File: config.mk
export PLATFORM = sky130hd
export DESIGN_NAME = multi_bank_regfile_flat
export DESIGN_NICKNAME = d
export VERILOG_FILES = /design/src/rtl/multi_bank_regfile_pkg.sv /design/src/rtl/multi_bank_regfile_if.sv /design/src/rtl/multi_bank_regfile_bank.sv /design/src/rtl/multi_bank_regfile.sv /design/src/flat_wrapper.sv
export SDC_FILE = /design/constraint.sdc
export NUM_CORES = 1
export LEC_CHECK = 0
export ABC_AREA = 1
export BUFFER_PORTS_ARGS = -buffer_cell sky130_fd_sc_hd__buf_4
export CAP_MARGIN = 20
export CORE_MARGIN = 2
export CORE_UTILIZATION = 55
export CTS_CLUSTER_SIZE = 14
export DETAILED_ROUTE_END_ITERATION = 6
export PLACE_DENSITY = 0.73
export SLEW_MARGIN = 20
export SYNTH_ARGS = -nofsm -noshare
export SYNTH_HDL_FRONTEND = slang
export SYNTH_HIERARCHICAL = 1
export SYNTH_SLANG_ARGS = --single-unit
export TNS_END_PERCENT = 5
File: constraint.sdc
create_clock -name clk -period 6.25 [get_ports clk]
set_clock_uncertainty 0.2 [all_clocks]
set_input_delay 1.25 -clock clk [delete_from_list [all_inputs] [get_ports clk]]
set_output_delay 1.25 -clock clk [all_outputs]
set_load 0.005 [all_outputs]
File: src/rtl/multi_bank_regfile_pkg.sv
// Shared types and helpers for the multi-bank register file.
// Holds access kinds, FSM states, parameter bounds and the address classifier.
package regfile_pkg;

    localparam int MIN_BANKS  = 1;
    localparam int MAX_BANKS  = 16;
    localparam int MIN_REGS   = 3;
    localparam int MAX_REGS   = 256;
    localparam int MIN_DATA_W = 8;
    localparam int MAX_DATA_W = 64;

    typedef enum logic [1:0] {
        ACC_ID,
        ACC_RW,
        ACC_EVT
    } acc_kind_e;

    typedef enum logic {
        IDLE,
        RESP
    } state_e;

    // Out-of-range addresses classify as RW; the caller flags them separately.
    function automatic acc_kind_e reg_kind(input int addr, input int num_regs);
        if (addr == 0) begin
            return ACC_ID;
        end
        if (addr == num_regs - 1) begin
            return ACC_EVT;
        end
        return ACC_RW;
    endfunction

endpackage

File: src/rtl/multi_bank_regfile_if.sv
// Request/acknowledge bus of the multi-bank register file.
// master drives req/wr/bank/addr/wdata/be; slave returns ack/err/rdata.
interface multi_bank_regfile_if #(
    parameter int NUM_BANKS = 1,
    parameter int NUM_REGS  = 10,
    parameter int DATA_W    = 32
) ();

    localparam int BANK_W = (NUM_BANKS > 1) ? $clog2(NUM_BANKS) : 1;
    localparam int ADDR_W = $clog2(NUM_REGS);

    logic                  req;
    logic                  wr;
    logic [BANK_W-1:0]     bank;
    logic [ADDR_W-1:0]     addr;
    logic [DATA_W-1:0]     wdata;
    logic [DATA_W/8-1:0]   be;
    logic                  ack;
    logic                  err;
    logic [DATA_W-1:0]     rdata;

    modport master (
        output req, wr, bank, addr, wdata, be,
        input  ack, err, rdata
    );

    modport slave (
        input  req, wr, bank, addr, wdata, be,
        output ack, err, rdata
    );

endinterface

File: src/rtl/multi_bank_regfile_bank.sv
// One register bank: constant ID, byte-enabled RW registers, saturating EVT.
// Ports: clk, reset, reverse_reset, we, addr, wdata, be, hw_event in; rdata out.
module regfile_bank #(
    parameter int          BANK_IDX  = 0,
    parameter int          NUM_REGS  = 10,
    parameter int          DATA_W    = 32,
    parameter logic [31:0] RESET_VAL = 32'h0
) (
    input  logic                        clk,
    input  logic                        reset,
    input  logic                        reverse_reset,
    input  logic                        we,
    input  logic [$clog2(NUM_REGS)-1:0] addr,
    input  logic [DATA_W-1:0]           wdata,
    input  logic [DATA_W/8-1:0]         be,
    input  logic                        hw_event,
    output logic [DATA_W-1:0]           rdata
);

    import regfile_pkg::*;

    localparam int              NUM_RW = NUM_REGS - 2;
    localparam logic [DATA_W-1:0] RST_V = DATA_W'(RESET_VAL);
    localparam logic [DATA_W-1:0] ONE   = DATA_W'(1);

    logic [DATA_W-1:0] rw_q [NUM_RW];
    logic [DATA_W-1:0] evt_q;
    acc_kind_e         kind;

    assign kind = reg_kind(int'(addr), NUM_REGS);

    // RW entry i lives at address i+1.
    always_ff @(posedge clk) begin
        if (reset) begin
            for (int i = 0; i < NUM_RW; i++) begin
                rw_q[i] <= reverse_reset ? ~RST_V : RST_V;
            end
        end else if (we && kind == ACC_RW) begin
            for (int i = 0; i < NUM_RW; i++) begin
                if (int'(addr) == i + 1) begin
                    for (int j = 0; j < DATA_W / 8; j++) begin
                        if (be[j]) begin
                            rw_q[i][8*j +: 8] <= wdata[8*j +: 8];
                        end
                    end
                end
            end
        end
    end

    // A clearing write still counts an event landing in the same cycle.
    always_ff @(posedge clk) begin
        if (reset) begin
            evt_q <= '0;
        end else if (we && kind == ACC_EVT) begin
            evt_q <= hw_event ? ONE : '0;
        end else if (hw_event && evt_q != '1) begin
            evt_q <= evt_q + ONE;
        end
    end

    always_comb begin
        rdata = '0;
        unique case (1'b1)
            kind == ACC_ID:  rdata = DATA_W'(BANK_IDX);
            kind == ACC_EVT: rdata = evt_q;
            default: begin
                for (int i = 0; i < NUM_RW; i++) begin
                    if (int'(addr) == i + 1) begin
                        rdata = rw_q[i];
                    end
                end
            end
        endcase
    end

endmodule

File: src/rtl/multi_bank_regfile.sv
// Multi-bank register file: FSM, decode, error logic and read mux.
// Ports: clk, reset, reverse_reset, hw_event[NUM_BANKS], bus (slave modport).
module multi_bank_regfile #(
    parameter int          NUM_BANKS = 1,
    parameter int          NUM_REGS  = 10,
    parameter int          DATA_W    = 32,
    parameter logic [31:0] RESET_VAL = 32'h0
) (
    input  logic                 clk,
    input  logic                 reset,
    input  logic                 reverse_reset,
    input  logic [NUM_BANKS-1:0] hw_event,
    multi_bank_regfile_if.slave  bus
);

    import regfile_pkg::*;

    state_e              state_q;
    state_e              state_d;
    logic                ack_q;
    logic                ack_d;
    logic                err_q;
    logic                err_d;
    logic [DATA_W-1:0]   rdata_q;
    logic [DATA_W-1:0]   rdata_d;
    logic                acc_err;
    logic [NUM_BANKS-1:0] bank_we;
    logic [DATA_W-1:0]   rd_mux;
    logic [DATA_W-1:0]   bank_rdata [NUM_BANKS];

    assign acc_err = (int'(bus.bank) >= NUM_BANKS)
                   || (int'(bus.addr) >= NUM_REGS)
                   || (bus.wr && reg_kind(int'(bus.addr), NUM_REGS) == ACC_ID);

    for (genvar b = 0; b < NUM_BANKS; b++) begin : g_bank
        regfile_bank #(
            .BANK_IDX  (b),
            .NUM_REGS  (NUM_REGS),
            .DATA_W    (DATA_W),
            .RESET_VAL (RESET_VAL)
        ) u_bank (
            .clk           (clk),
            .reset         (reset),
            .reverse_reset (reverse_reset),
            .we            (bank_we[b]),
            .addr          (bus.addr),
            .wdata         (bus.wdata),
            .be            (bus.be),
            .hw_event      (hw_event[b]),
            .rdata         (bank_rdata[b])
        );
    end

    always_comb begin
        rd_mux = '0;
        for (int b = 0; b < NUM_BANKS; b++) begin
            if (int'(bus.bank) == b) begin
                rd_mux = bank_rdata[b];
            end
        end
    end

    // Work happens on acceptance in IDLE; RESP only presents the result.
    always_comb begin
        state_d = state_q;
        ack_d   = 1'b0;
        err_d   = 1'b0;
        rdata_d = '0;
        bank_we = '0;
        unique case (state_q)
            IDLE: begin
                if (bus.req) begin
                    state_d = RESP;
                    ack_d   = 1'b1;
                    err_d   = acc_err;
                    if (!acc_err) begin
                        if (bus.wr) begin
                            for (int b = 0; b < NUM_BANKS; b++) begin
                                if (int'(bus.bank) == b) begin
                                    bank_we[b] = 1'b1;
                                end
                            end
                        end else begin
                            rdata_d = rd_mux;
                        end
                    end
                end
            end
            RESP: begin
                state_d = IDLE;
            end
        endcase
    end

    always_ff @(posedge clk) begin
        if (reset) begin
            state_q <= IDLE;
            ack_q   <= 1'b0;
            err_q   <= 1'b0;
            rdata_q <= '0;
        end else begin
            state_q <= state_d;
            ack_q   <= ack_d;
            err_q   <= err_d;
            rdata_q <= rdata_d;
        end
    end

    assign bus.ack   = ack_q;
    assign bus.err   = err_q;
    assign bus.rdata = rdata_q;

endmodule

File: src/flat_wrapper.sv
// flat-port wrapper written by rule: the top's interface ports become plain ports
module multi_bank_regfile_flat import regfile_pkg::*;
#(
    parameter int          NUM_BANKS = 1,
    parameter int          NUM_REGS  = 10,
    parameter int          DATA_W    = 32,
    parameter logic [31:0] RESET_VAL = 32'h0
)
  (clk, reset, reverse_reset, hw_event, bus_req, bus_wr, bus_bank, bus_addr, bus_wdata, bus_be, bus_ack, bus_err, bus_rdata);
  multi_bank_regfile_if #(.NUM_BANKS(NUM_BANKS), .NUM_REGS(NUM_REGS), .DATA_W(DATA_W)) bus_i ();
  input  logic clk;
  input  logic reset;
  input  logic reverse_reset;
  input  logic [NUM_BANKS-1:0] hw_event;
  input wire logic [$bits(bus_i.req)-1:0] bus_req;
  input wire logic [$bits(bus_i.wr)-1:0] bus_wr;
  input wire logic [$bits(bus_i.bank)-1:0] bus_bank;
  input wire logic [$bits(bus_i.addr)-1:0] bus_addr;
  input wire logic [$bits(bus_i.wdata)-1:0] bus_wdata;
  input wire logic [$bits(bus_i.be)-1:0] bus_be;
  output wire logic [$bits(bus_i.ack)-1:0] bus_ack;
  output wire logic [$bits(bus_i.err)-1:0] bus_err;
  output wire logic [$bits(bus_i.rdata)-1:0] bus_rdata;
  assign bus_i.req = bus_req;
  assign bus_i.wr = bus_wr;
  assign bus_i.bank = bus_bank;
  assign bus_i.addr = bus_addr;
  assign bus_i.wdata = bus_wdata;
  assign bus_i.be = bus_be;
  assign bus_ack = bus_i.ack;
  assign bus_err = bus_i.err;
  assign bus_rdata = bus_i.rdata;
  multi_bank_regfile #(.NUM_BANKS(NUM_BANKS), .NUM_REGS(NUM_REGS), .DATA_W(DATA_W), .RESET_VAL(RESET_VAL)) u_core (.clk(clk), .reset(reset), .reverse_reset(reverse_reset), .hw_event(hw_event), .bus(bus_i));
endmodule
# == Word-level counts from Yosys, hierarchy flattened ==
# Memories as Yosys holds them, arrays and structs flattened.
# Cells that the tools add are included.
# op_classes
mux,193
magnitude_cmp,2
add_sub_neg,1
eq_ne,12
reduce_logical,12
bitwise_logic,34
# op_table
operator,n
two-way mux 32 bit,11
two-way mux 8 bit,32
two-way mux 1 bit,144
one-hot mux 32 bit (2 select lines),1
"adder 32 x 1 -> 32 bit, second input constant",1
"!= test 32 bit, second input constant",1
OR 1 bit,32
"== test 4 bit, second input constant",6
"== test 4 x 3 -> 1 bit, second input constant",2
two-way mux 2 bit,4
OR reduction 6 bit,1
"== test 4 x 2 -> 1 bit, second input constant",1
"greater-or-equal comparator 4 bit, second input constant",1
logical AND 1 bit,4
zero test 4 bit,1
OR reduction 3 bit,1
"== test 2 x 1 -> 1 bit, second input constant",1
"== test 2 bit, second input constant",1
zero test 2 bit,1
logical OR 1 bit,2
inverter 1 bit,2
one-hot mux 1 bit (2 select lines),1
nonzero test 2 bit,1
OR reduction 2 bit,1
"greater-or-equal comparator 1 bit, second input constant",1
# totals
mem_bits_rw,256
input_bits,47
regBits,67
memories,1
word_cells,260
# memory_table
memory,depth,word_bits,read_ports,rd_ports_with_merged_regs,write_ports,line,rtl
u_core.g_bank[0].u_bank.rw_q,8,32,8,0,8,multi_bank_regfile_bank.sv:26,logic [DATA_W-1:0] rw_q [NUM_RW];

# == Depth between registers and ports, before layout ==
# Gate-level depths: netlist of the first run.
# logic_depth
depth_word,16
mapped_depth,12
mapped_depth_nobuf,12

# == By module ==
# Netlist of the first run, hierarchy kept.
# modules_own_cells
module,n_inst,cells_each,area_per_inst_um2,seq_area_each_um2
regfile_bank,1,1511,14249.9,8328.0
multi_bank_regfile,1,120,1139.8,680.7

# == Worst setup path after synthesis of the first run ==
# OpenSTA, ideal clock, no wires.
# synth_timing
path_type,input to register
start,in bus_addr[2]
end,"mem u_core.g_bank[0].u_bank.rw_q[4][0] (netlist: u_core/g_bank[0].u_bank/rw_q[1][0]), enable pin"
setup_ns,0.384
t_required_ns,5.666
arrival_time_ns,2.742
setup_slack_ns,2.924
path_stages,7
n_path_buf,1
path_cell_list,inv_2 -> nor2_4 -> inv_1 -> nor2_4 -> buf_2 -> inv_1 -> o21ai_0
# synth_lines
item,line,rtl
from (decl),flat_wrapper.sv:18,input wire logic [$bits(bus_i.addr)-1:0] bus_addr;
to (decl),multi_bank_regfile_bank.sv:26,

==> flow_results.xml, run 1 <==
<?xml version="1.0" encoding="UTF-8"?>
<metrics>
  <group name="outcome">
    <metric name="result_of_the_run" unit="">completed</metric>
  </group>
  <group name="clock_tree">
    <metric name="htree_num_levels" unit="">2</metric>
    <metric name="cts_num_sinks" unit="">322</metric>
    <metric name="clk_pin_slew" unit="ns">0.06</metric>
    <metric name="ctsHoldBuffers" unit="">0</metric>
    <metric name="cts_root_buf" unit="">clkbuf_16</metric>
    <metric name="cts_inserted_buffers" unit="">35</metric>
    <metric name="clk-insertion-delay-late" unit="ns">0.51</metric>
    <metric name="postCtsSetupRepairBufs" unit="">0</metric>
    <metric name="cts_tree" unit="">built</metric>
    <metric name="cts-root-to-sink-buffers" unit="">3</metric>
    <metric name="post_cts_resized" unit="">0</metric>
  </group>
  <group name="run">
    <metric name="max-cap-violations" unit="">0</metric>
  </group>
  <group name="critical_path">
    <metric name="path_depth" unit="">8</metric>
    <metric name="critical_path.max_stage_delay" unit="ns">0.94</metric>
    <metric name="crit_slowest_cell" unit="">o21ai_0</metric>
    <metric name="crit_family" unit="">simple AND/OR/NAND/NOR gates</metric>
    <metric name="arrival" unit="ns">3.89</metric>
    <metric name="crit_type" unit="">in -&gt; reg</metric>
    <metric name="critPathMaxFanout" unit="">34</metric>
    <metric name="worst_r2r_path_depth" unit="">7</metric>
    <metric name="ff2ff_setup_slack" unit="ns">3.12</metric>
    <metric name="setup.worst_path.end_class" unit="">flip-flop</metric>
    <metric name="critical_path.reg2reg.startpoint" unit="">u_core/state_q</metric>
    <metric name="rr_endpoint" unit="">u_core/g_bank[0].u_bank/rw_q[1][6]</metric>
    <metric name="critical_path.n_buffers_inverters" unit="">2</metric>
    <metric name="worstPathCellList" unit="">buf_4 -&gt; nor2_2 -&gt; buf_4 -&gt; nand2_1 -&gt; nand2_2 -&gt; nor2_8 -&gt; nand2_2 -&gt; o21ai_0</metric>
    <metric name="critical_path_required_time" unit="ns">6.17</metric>
    <metric name="critPathLaunchType" unit="">input port</metric>
  </group>
  <group name="route">
    <metric name="via_cell_ratio" unit="">5.86</metric>
    <metric name="wl_per_cell" unit="µm">19.1</metric>
    <metric name="routedLengthMet1" unit="µm">16600</metric>
    <metric name="drt-initial-drc-count" unit="">1464</metric>
    <metric name="sum_of_routed_wire_length_over_all_layers" unit="µm">39900</metric>
    <metric name="met3RoutedLength" unit="µm">3860</metric>
    <metric name="route.vias.total" unit="">12300</metric>
    <metric name="drc" unit="">0</metric>
    <metric name="met2_wirelength" unit="µm">18300</metric>
    <metric name="detail-route-antenna-nets" unit="">0</metric>
    <metric name="drt_pre_antenna_iters" unit="">6</metric>
    <metric name="top_signal_layer_used" unit="">met4</metric>
  </group>
  <group name="layout">
    <metric name="antenna_cells_inserted" unit="">0</metric>
    <metric name="final_cell_count_no_fill" unit="">2094</metric>
    <metric name="finish.net_count" unit="">1742</metric>
    <metric name="syn2layout_area_growth" unit="%">12.9</metric>
    <metric name="mostFrequentLayoutCell" unit="">nand2_1</metric>
    <metric name="num-fill-cells" unit="">2300</metric>
    <metric name="finish.instance_area" unit="µm²">17400</metric>
    <metric name="most_frequent_cells_in_the_layout" unit="">nand2_1, edfxtp_1, o21ai_0, nor2_1, inv_1</metric>
    <metric name="final_layout_size_suffix_gt1_frac" unit="">0.143</metric>
  </group>
  <group name="place">
    <metric name="gp_routability_congestion" unit="">0.922</metric>
    <metric name="placed_cells_incl_taps" unit="">2035</metric>
    <metric name="post_detailed_placement_half_perimeter_wirelength" unit="µm">28000</metric>
    <metric name="placedInstanceArea" unit="µm²">16200</metric>
    <metric name="io_buffers" unit="">80</metric>
  </group>
  <group name="timing">
    <metric name="max_slew_margin" unit="">0.247</metric>
    <metric name="rsz0062_at_grt" unit="">no</metric>
    <metric name="timing.final.crit_period" unit="ns">3.97</metric>
    <metric name="drv_slew" unit="">0</metric>
    <metric name="finalHoldViolCount" unit="">0</metric>
    <metric name="setup_viol_count_final" unit="">0</metric>
    <metric name="final.period_utilization" unit="">0.635</metric>
    <metric name="slew_at_the_pin_closest_to_its_max_slew_limit" unit="ns">1.12</metric>
    <metric name="finalSetupTns" unit="ns">0</metric>
    <metric name="fmaxAchievable" unit="MHz">252</metric>
  </group>
  <group name="power_and_ir_drop">
    <metric name="p_total" unit="µW">4930</metric>
    <metric name="irDropWorstVdd" unit="mV">0.156</metric>
    <metric name="power_per_cell_area" unit="nW/µm²">284</metric>
    <metric name="power.static_leakage" unit="µW">0.00641</metric>
  </group>
  <group name="logic_synthesis">
    <metric name="post_synth_instance_area" unit="µm²">15400</metric>
    <metric name="syn-num-nets" unit="">1679</metric>
    <metric name="post-synth-top-area-cell" unit="">edfxtp_1</metric>
    <metric name="post_synthesis_area_per_instance" unit="µm²">9.44</metric>
    <metric name="synth-seq-cells" unit="">322</metric>
    <metric name="synth.top_cells.by_area" unit="">edfxtp_1, nand2_1, dfxtp_1</metric>
    <metric name="synthDistinctLibCells" unit="">29</metric>
    <metric name="netlist.area_leader.share" unit="">0.500</metric>
    <metric name="syn-instance-count" unit="">1631</metric>
    <metric name="synthesis.yosys.warnings" unit="">6</metric>
    <metric name="seq_area_frac_synth" unit="">0.585</metric>
  </group>
  <group name="global_routing">
    <metric name="grt_remaining_overflow" unit="">0</metric>
    <metric name="first_global_vias" unit="">11300</metric>
    <metric name="grt_first_pass_wirelength" unit="µm">61400</metric>
    <metric name="grt_max_degree" unit="">56</metric>
    <metric name="antenna_violations_before_repair" unit="">0</metric>
    <metric name="globalRouteTotalUtil" unit="">0.275</metric>
  </group>
  <group name="die">
    <metric name="die_h" unit="µm">171</metric>
    <metric name="boundaryPins" unit="">81</metric>
    <metric name="die-area" unit="µm²">29300</metric>
    <metric name="core" unit="µm²">27600</metric>
    <metric name="rows" unit="">61</metric>
    <metric name="initial_core_util" unit="">0.557</metric>
    <metric name="dieWidth" unit="µm">171</metric>
  </group>
  <group name="min_path">
    <metric name="hold_class" unit="">reg -&gt; reg</metric>
    <metric name="min_path_cells" unit="">2</metric>
    <metric name="hold_crit_start" unit="">u_core/g_bank[0].u_bank/evt_q[31]</metric>
    <metric name="min_delay_worst_endpoint" unit="">u_core/g_bank[0].u_bank/evt_q[31]</metric>
  </group>
</metrics>
[layer usage]
layer / GRT usage / vias up
li1: - / 5732
met1: 0.388 / 5785
met2: 0.440 / 672
met3: 0.0347 / 88
met4: 0.0969 / 0
met5: 0 / -
[tightest hold or removal path: cells and delay by family, from the launching register on]
family / cells / cell delay (ns)
flip-flops: 1 / 0.35
AND/OR/NAND/NOR: 1 / 0.08
AO/OA/AOI/OAI: 1 / 0.06
[cell type report]
class	instances	area, µm²	area share
clock inverter	12	165	0.00951
tap	378	473	0.0272
clock buffer	47	973	0.0560
sequential	322	9010	0.519
inverter	138	518	0.0298
timing repair buffer	93	698	0.0402
multi-input combinational	1104	5540	0.319
[cell families after synthesis]
| kind of cell | Yosys count | synth area share |
|---|---|---|
| adders and majority gates | 1 | 0.000813 |
| xor gates and xnor gates | 6 | 0.00341 |
| buffers and inverters | 205 | 0.0550 |
| DFF | 322 | 0.585 |
| AOI/OAI and AO/OA | 312 | 0.102 |
| and+or+nand+nor | 785 | 0.254 |
[stage by stage]
| stage | worst slack (ns) | hold WS, ns | util |
|---|---|---|---|
| after global routing | 2.14 | 0.361 | 0.629 |
| final | 2.28 | 0.329 | 0.629 |
| after CTS | 2.12 | 0.323 | 0.629 |
| after detailed placement | 1.60 | 0.314 | 0.588 |
| after global placement | 1.78 | 0.314 | 0.588 |
| after floorplan | 2.92 | 0.282 | - |
[state kept, by name (all words and copies together), names as in the netlist]
register and flops:
u_core/bus.err 1, u_core/g_bank.u_bank/rw_q 256, u_core/state_q 1, u_core/bus.rdata 32, u_core/g_bank.u_bank/evt_q 32
[synth_stat cells, drive strengths merged]
cell / instances
inv: 138
nand4: 68
nand2: 393
nand3: 121
xnor2: 1
o21ai: 263
clkbuf: 39
xor2: 5
edfxtp: 256
nor2: 182
nor3: 3
a21oi: 49
buf: 28
or2: 4
ha: 1
dfxtp: 66
nand3b: 14
[power by group]
group          internal [µW]  switching [µW]  total (µW)
combinational           91.6             271         362
sequential              2480            45.3        2520
clock                   1260             791        2050
[worst max-delay path by stage]
stage | startpoint | endpoint | slack, ns
4_1_cts | bus_addr[3] | u_core/g_bank[0].u_bank/rw_q[1][103] | 2.12
3_5_place_dp | bus_addr[3] | u_core/g_bank[0].u_bank/rw_q[1][100] | 1.60
5_1_grt | bus_addr[3] | u_core/g_bank[0].u_bank/rw_q[1][26] | 2.14
3_3_place_gp | bus_addr[3] | u_core/g_bank[0].u_bank/rw_q[1][96] | 1.78
2_1_floorplan | bus_addr[2] | u_core/g_bank[0].u_bank/rw_q[1][0] | 2.92
6_report | bus_addr[3] | u_core/g_bank[0].u_bank/rw_q[1][6] | 2.28
Note: power is estimated with default switching activity, not from simulation.
==> inputs of run 2 (changes only) <==
--- a/config.mk
+++ b/config.mk
@@ -5,14 +5,14 @@
 export SDC_FILE = /design/constraint.sdc
 export NUM_CORES = 1
 export LEC_CHECK = 0
-export ABC_AREA = 1
+export ABC_AREA = 0
 export BUFFER_PORTS_ARGS = -buffer_cell sky130_fd_sc_hd__buf_4
 export CAP_MARGIN = 20
 export CORE_MARGIN = 2
 export CORE_UTILIZATION = 55
 export CTS_CLUSTER_SIZE = 14
 export DETAILED_ROUTE_END_ITERATION = 6
-export PLACE_DENSITY = 0.73
+export PLACE_DENSITY = 0.76
 export SLEW_MARGIN = 20
 export SYNTH_ARGS = -nofsm -noshare
 export SYNTH_HDL_FRONTEND = slang
==> constraint.sdc (replaced) <==
create_clock -name clk -period 3.2 [get_ports clk]
set_clock_uncertainty 0.2 [all_clocks]
set_input_delay 0.64 -clock clk [delete_from_list [all_inputs] [get_ports clk]]
set_output_delay 0.64 -clock clk [all_outputs]
set_load 0.005 [all_outputs]
==> flow_results.xml, run 2 <==
<?xml version="1.0" encoding="UTF-8"?>
<metrics>
  <group name="die">
    <metric name="initial_core_util" unit="">0.561</metric>
    <metric name="die-area" unit="µm²">28800</metric>
    <metric name="rows" unit="">60</metric>
    <metric name="die_h" unit="µm">170</metric>
    <metric name="boundaryPins" unit="">81</metric>
    <metric name="core" unit="µm²">27000</metric>
    <metric name="dieWidth" unit="µm">170</metric>
  </group>
  <group name="timing">
    <metric name="fmaxAchievable" unit="MHz">321</metric>
    <metric name="setup_slack" unit="ns">0.0892</metric>
    <metric name="final.period_utilization" unit="">0.972</metric>
    <metric name="finalSetupTns" unit="ns">0</metric>
    <metric name="finalHoldViolCount" unit="">0</metric>
    <metric name="slew_at_the_pin_closest_to_its_max_slew_limit" unit="ns">0.912</metric>
    <metric name="drv_slew" unit="">0</metric>
    <metric name="max_slew_margin" unit="">0.391</metric>
    <metric name="timing.final.crit_period" unit="ns">3.11</metric>
    <metric name="setup_viol_count_final" unit="">0</metric>
    <metric name="rsz0062_at_grt" unit="">no</metric>
  </group>
  <group name="global_routing">
    <metric name="first_global_vias" unit="">10600</metric>
    <metric name="grt_first_pass_wirelength" unit="µm">62200</metric>
    <metric name="antenna_violations_before_repair" unit="">2</metric>
    <metric name="globalRouteTotalUtil" unit="">0.282</metric>
    <metric name="grt_max_degree" unit="">50</metric>
    <metric name="grt_remaining_overflow" unit="">0</metric>
  </group>
  <group name="critical_path">
    <metric name="critical_path.max_stage_delay" unit="ns">0.54</metric>
    <metric name="setup.worst_path.end_class" unit="">flip-flop</metric>
    <metric name="worstPathCellList" unit="">buf_4 -&gt; or2_2 -&gt; a21oi_1 -&gt; nor3b_1 -&gt; buf_4 -&gt; o211ai_1 -&gt; or2_2 -&gt; o21ai_1 -&gt; o31ai_1</metric>
    <metric name="critPathMaxFanout" unit="">8</metric>
    <metric name="crit_slowest_cell" unit="">o21ai_1</metric>
    <metric name="crit_type" unit="">in -&gt; reg</metric>
    <metric name="arrival" unit="ns">3.13</metric>
    <metric name="critPathLaunchType" unit="">input port</metric>
    <metric name="critical_path_required_time" unit="ns">3.22</metric>
  </group>
  <group name="clock_tree">
    <metric name="cts_num_sinks" unit="">322</metric>
    <metric name="clk_pin_slew" unit="ns">0.06</metric>
    <metric name="cts_inserted_buffers" unit="">34</metric>
    <metric name="cts-root-to-sink-buffers" unit="">3</metric>
    <metric name="clk-insertion-delay-late" unit="ns">0.51</metric>
    <metric name="cts_root_buf" unit="">clkbuf_16</metric>
    <metric name="htree_num_levels" unit="">2</metric>
    <metric name="cts_tree" unit="">built</metric>
  </group>
  <group name="layout">
    <metric name="finish.instance_area" unit="µm²">17700</metric>
    <metric name="finish.utilization" unit="">0.658</metric>
    <metric name="finish.net_count" unit="">1387</metric>
    <metric name="largest_register_ffs" unit="">256</metric>
    <metric name="mostFrequentLayoutCell" unit="">edfxtp_1</metric>
    <metric name="regMostFlops" unit="">u_core/g_bank.u_bank/rw_q</metric>
    <metric name="syn2layout_area_growth" unit="%">17.4</metric>
    <metric name="most_frequent_cells_in_the_layout" unit="">edfxtp_1, o31ai_1, buf_4, dfxtp_1, mux2_2</metric>
    <metric name="final_layout_size_suffix_gt1_frac" unit="">0.248</metric>
  </group>
  <group name="place">
    <metric name="gp_routability_congestion" unit="">0.846</metric>
    <metric name="io_buffers" unit="">80</metric>
    <metric name="placedInstanceArea" unit="µm²">16600</metric>
    <metric name="post_detailed_placement_half_perimeter_wirelength" unit="µm">27400</metric>
    <metric name="setup_ws_pre_cts" unit="ns">-0.273</metric>
  </group>
  <group name="outcome">
    <metric name="result_of_the_run" unit="">finished, violations left</metric>
    <metric name="violations" unit="">design-rule violations</metric>
  </group>
  <group name="logic_synthesis">
    <metric name="synth_enable_flop_cells" unit="">256</metric>
    <metric name="syn-num-nets" unit="">1287</metric>
    <metric name="seq_area_frac_synth" unit="">0.596</metric>
    <metric name="netlist.area_leader.share" unit="">0.509</metric>
    <metric name="postSynth.asyncResetShare" unit="">0</metric>
    <metric name="post-synth-top-area-cell" unit="">edfxtp_1</metric>
    <metric name="primary_flip_flop_cell_chosen_by_synthesis_mapping" unit="">edfxtp_1</metric>
    <metric name="synth-seq-cells" unit="">322</metric>
    <metric name="post_synth_instance_area" unit="µm²">15100</metric>
    <metric name="post_synthesis_area_per_instance" unit="µm²">12.2</metric>
    <metric name="commonest_cells_in_the_synthesized_netlist" unit="">edfxtp_1, o31ai_1, clkbuf_1, dfxtp_1, mux2_2</metric>
    <metric name="dominant_cell_by_count_in_the_synthesized_netlist" unit="">edfxtp_1</metric>
    <metric name="synth.top_cells.by_area" unit="">edfxtp_1, o31ai_1, dfxtp_1</metric>
    <metric name="synthDistinctLibCells" unit="">61</metric>
    <metric name="syn-instance-count" unit="">1239</metric>
    <metric name="synthesis.yosys.warnings" unit="">6</metric>
  </group>
  <group name="route">
    <metric name="wl_per_cell" unit="µm">23.8</metric>
    <metric name="sum_of_routed_wire_length_over_all_layers" unit="µm">40600</metric>
    <metric name="via_cell_ratio" unit="">6.87</metric>
    <metric name="route.vias.total" unit="">11700</metric>
    <metric name="detail-route-antenna-nets" unit="">0</metric>
    <metric name="drc" unit="">4</metric>
    <metric name="drt_pre_antenna_iters" unit="">7</metric>
    <metric name="drt-initial-drc-count" unit="">1890</metric>
  </group>
  <group name="power_and_ir_drop">
    <metric name="p_total" unit="µW">9970</metric>
    <metric name="power.static_leakage" unit="µW">0.00619</metric>
    <metric name="power_per_cell_area" unit="nW/µm²">562</metric>
    <metric name="irDropWorstVdd" unit="mV">0.454</metric>
  </group>
  <group name="run">
    <metric name="max-cap-violations" unit="">0</metric>
  </group>
  <group name="min_path">
    <metric name="hold_class" unit="">in -&gt; reg</metric>
  </group>
</metrics>
[run 2: final timing paths]
| check | from | to | slack, ns | depth (start not counted) |
|---|---|---|---|---|
| worst max-delay path | bus_addr[2] | u_core/g_bank[0].u_bank/rw_q[0][97] | 0.09 | 9 |
| worst min-delay path | bus_wr | u_core/bus.err | 0.21 | 3 |
| worst max register to register | u_core/state_q | u_core/g_bank[0].u_bank/rw_q[0][97] | 0.31 | 7 |
| worst min register to register | u_core/g_bank[0].u_bank/evt_q[19] | u_core/g_bank[0].u_bank/evt_q[19] | 0.31 | 2 |
[run 2: stage by stage]
step           instances  hold slack, ns
5_1_grt             1705           0.221
3_5_place_dp        1644           0.291
2_1_floorplan       1239           0.260
3_3_place_gp        1643           0.293
6_report            1706           0.211
4_1_cts             1705           0.196
[run 2: cells by family after synthesis]
group,synth area share
adder cells (fa/ha/maj),0.000828
AND/OR/NAND/NOR,0.0752
XOR/XNOR,0.00348
flip-flops,0.596
buffers and inverters,0.0435
AO/OA/AOI/OAI,0.237
multiplexers,0.0442
[run 2: layout make-up]
class	instances	area, µm²
Sequential cell	322	9010
Clock inverter	19	193
Multi-Input combinational cell	755	5500
Antenna cell	1	2.50
Inverter	41	154
Tap cell	341	427
Timing Repair Buffer	185	1460
Fill cell	1947	9210
Clock buffer	42	986
[run 2: critical path, delay by kind of cell]
| kind | cells | cell delay (ns) |
|---|---|---|
| AOI/OAI and AO/OA | 4 | 1.12 |
| and+or+nand+nor | 3 | 1.04 |
| buffers and inverters | 2 | 0.32 |
[run 2: routing by layer]
layer  vias to the layer above  track usage  routed length (µm)
li1                       5201            -                   -
met1                      5634        0.423               16700
met2                       800        0.413               17600
met3                        78       0.0660                5320
met4                         2       0.0784                 940
met5                         -            0                  14
[run 2: what timing repair did]
action | 4_1_cts | 5_1_grt
setup buffers | 0 | 0
setup endpoints to repair | 0 | 1
gates resized for setup | 0 | 1
hold buffers | 0 | 0
[run 2: power breakdown]
group | leakage (µW) | switching [µW] | internal, µW
clock | 0.000581 | 1620 | 2510
sequential | 0.00304 | 93.8 | 4840
combinational | 0.00257 | 558 | 338
==> inputs of run 3 (changes only) <==
--- a/config.mk
+++ b/config.mk
@@ -5,14 +5,15 @@
 export SDC_FILE = /design/constraint.sdc
 export NUM_CORES = 1
 export LEC_CHECK = 0
-export ABC_AREA = 0
+export ABC_AREA = 1
 export BUFFER_PORTS_ARGS = -buffer_cell sky130_fd_sc_hd__buf_4
 export CAP_MARGIN = 20
 export CORE_MARGIN = 2
-export CORE_UTILIZATION = 55
+export CORE_UTILIZATION = 34
+export CTS_CLUSTER_DIAMETER = 30
 export CTS_CLUSTER_SIZE = 14
 export DETAILED_ROUTE_END_ITERATION = 6
-export PLACE_DENSITY = 0.76
+export PLACE_DENSITY = 0.51
 export SLEW_MARGIN = 20
 export SYNTH_ARGS = -nofsm -noshare
 export SYNTH_HDL_FRONTEND = slang
==> flow_results.xml, run 3 (synthesis results as in run 1) <==
<?xml version="1.0" encoding="UTF-8"?>
<metrics>
  <group name="power_and_ir_drop">
    <metric name="power.static_leakage" unit="µW">0.00743</metric>
    <metric name="power_per_cell_area" unit="nW/µm²">702</metric>
    <metric name="irDropWorstVdd" unit="mV">0.355</metric>
    <metric name="p_total" unit="µW">13800</metric>
  </group>
  <group name="timing">
    <metric name="timing.final.crit_period" unit="ns">2.66</metric>
    <metric name="setup_viol_count_final" unit="">0</metric>
    <metric name="rsz0062_at_grt" unit="">no</metric>
    <metric name="finalSetupTns" unit="ns">0</metric>
    <metric name="drv_slew" unit="">0</metric>
    <metric name="slew_at_the_pin_closest_to_its_max_slew_limit" unit="ns">0.992</metric>
    <metric name="final.period_utilization" unit="">0.833</metric>
    <metric name="finalHoldViolCount" unit="">0</metric>
    <metric name="max_slew_margin" unit="">0.337</metric>
    <metric name="fmaxAchievable" unit="MHz">375</metric>
  </group>
  <group name="route">
    <metric name="route.vias.total" unit="">12200</metric>
    <metric name="wl_per_cell" unit="µm">18.4</metric>
    <metric name="via_cell_ratio" unit="">5.00</metric>
    <metric name="sum_of_routed_wire_length_over_all_layers" unit="µm">45100</metric>
    <metric name="drc" unit="">0</metric>
    <metric name="detail-route-antenna-nets" unit="">0</metric>
    <metric name="drt_pre_antenna_iters" unit="">5</metric>
    <metric name="drt-initial-drc-count" unit="">1045</metric>
  </group>
  <group name="place">
    <metric name="placedInstanceArea" unit="µm²">16900</metric>
    <metric name="gp_routability_congestion" unit="">0.890</metric>
    <metric name="io_buffers" unit="">80</metric>
    <metric name="post_detailed_placement_half_perimeter_wirelength" unit="µm">31500</metric>
  </group>
  <group name="clock_tree">
    <metric name="htree_num_levels" unit="">3</metric>
    <metric name="cts_inserted_buffers" unit="">80</metric>
    <metric name="cts_root_buf" unit="">clkbuf_16</metric>
    <metric name="postCtsSetupRepairBufs" unit="">0</metric>
    <metric name="clk-insertion-delay-late" unit="ns">0.59</metric>
    <metric name="ctsHoldBuffers" unit="">0</metric>
    <metric name="cts-root-to-sink-buffers" unit="">3</metric>
    <metric name="cts_num_sinks" unit="">322</metric>
    <metric name="cts_tree" unit="">built</metric>
    <metric name="clk_pin_slew" unit="ns">0.04</metric>
    <metric name="post_cts_resized" unit="">0</metric>
  </group>
  <group name="critical_path">
    <metric name="critPathLaunchType" unit="">flip-flop</metric>
    <metric name="critical_path_required_time" unit="ns">3.50</metric>
    <metric name="critPathMaxFanout" unit="">21</metric>
    <metric name="crit_type" unit="">reg -&gt; reg</metric>
    <metric name="arrival" unit="ns">2.96</metric>
    <metric name="setup.worst_path.end_class" unit="">flip-flop</metric>
  </group>
  <group name="layout">
    <metric name="layout.area.seq" unit="µm²">9010</metric>
    <metric name="multi_input_comb_area" unit="µm²">5540</metric>
    <metric name="largest_register_ffs" unit="">256</metric>
    <metric name="syn2layout_area_growth" unit="%">27.7</metric>
    <metric name="finish.net_count" unit="">1833</metric>
    <metric name="num-fill-cells" unit="">4203</metric>
    <metric name="regMostFlops" unit="">u_core/g_bank.u_bank/rw_q</metric>
    <metric name="finish.instance_area" unit="µm²">19700</metric>
    <metric name="final_layout_size_suffix_gt1_frac" unit="">0.199</metric>
    <metric name="mostFrequentLayoutCell" unit="">nand2_1</metric>
    <metric name="most_frequent_cells_in_the_layout" unit="">nand2_1, o21ai_0, edfxtp_1, nor2_1, buf_4</metric>
    <metric name="antenna_cells_inserted" unit="">0</metric>
  </group>
  <group name="min_path">
    <metric name="hold_class" unit="">in -&gt; reg</metric>
  </group>
  <group name="die">
    <metric name="boundaryPins" unit="">81</metric>
    <metric name="die-area" unit="µm²">47000</metric>
    <metric name="rows" unit="">77</metric>
    <metric name="dieWidth" unit="µm">217</metric>
    <metric name="die_h" unit="µm">217</metric>
    <metric name="core" unit="µm²">44400</metric>
    <metric name="initial_core_util" unit="">0.347</metric>
  </group>
  <group name="global_routing">
    <metric name="grt_max_degree" unit="">50</metric>
    <metric name="first_global_vias" unit="">12100</metric>
    <metric name="grt_remaining_overflow" unit="">0</metric>
    <metric name="globalRouteTotalUtil" unit="">0.192</metric>
    <metric name="grt_first_pass_wirelength" unit="µm">69500</metric>
    <metric name="antenna_violations_before_repair" unit="">0</metric>
  </group>
  <group name="outcome">
    <metric name="result_of_the_run" unit="">completed</metric>
  </group>
  <group name="run">
    <metric name="max-cap-violations" unit="">0</metric>
  </group>
</metrics>
run 3: cell count changes in the layout (fill, tap and decap cells not counted), moves of 38 or more:
cell and change:
inv_1 +91, buf_4 -45, nand3_1 +107, o21bai_1 -38, o31ai_1 -210, nor2_1 +113
nand2_1 +318, mux2_2 -54, nand4_1 +38, clkbuf_16 +48, o21ai_0 +218
run 3: worst max-delay path: stages (launching register included):
cell	delay, ns
dfxtp_1	0.37
ha_1	0.32
nand2_1	0.15
nor2_4	0.20
nand2_2	0.14
nor2_4	0.20
nand2_2	0.10
nand2_4	0.12
nand2_4	0.14
inv_2	0.38
nand2_1	0.09
a21oi_1	0.16
run 3: area by class of cell:
type	instances	area share
Clock inverter	39	0.0224
Tap cell	592	0.0377
Sequential cell	322	0.458
Multi-Input combinational cell	1104	0.282
Inverter	138	0.0264
Timing Repair Buffer	139	0.0563
Clock buffer	110	0.117
run 3: stage by stage:
| step | hold slack (ns) | setup WS, ns | std cells | utilization |
|---|---|---|---|---|
| final | 0.146 | 0.535 | 2444 | 0.442 |
| after floorplan | 0.282 | 0.484 | 1631 | - |
| after CTS | 0.120 | 0.518 | 2444 | 0.442 |
| after detailed placement | 0.309 | 0.151 | 2295 | 0.381 |
| after global placement | 0.304 | 0.103 | 2295 | 0.381 |
| after global routing | 0.165 | 0.318 | 2444 | 0.442 |
run 3: path summary, 6_finish.rpt:
check | cells past startpoint | start | to | slack, ns
setup reg to reg | 11 | u_core/g_bank[0].u_bank/evt_q[0] | u_core/g_bank[0].u_bank/evt_q[12] | 0.54
hold / removal | 3 | bus_req | u_core/state_q | 0.15
setup / recovery | 11 | u_core/g_bank[0].u_bank/evt_q[0] | u_core/g_bank[0].u_bank/evt_q[12] | 0.54
hold reg to reg | 2 | u_core/g_bank[0].u_bank/evt_q[31] | u_core/g_bank[0].u_bank/evt_q[31] | 0.31
run 3: power breakdown:
group	internal (µW)	switching (µW)	total, µW
Combinational	217	555	772
Sequential	4850	76.3	4930
Clock	5700	2400	8100
Total	10800	3030	13800
run 3: layer usage:
layer	GRT usage	routed length (µm)	up-vias
li1	-	-	5952
met1	0.272	21100	5780
met2	0.296	20300	417
met3	0.0331	2590	82
met4	0.0724	1080	0
met5	0	0	-
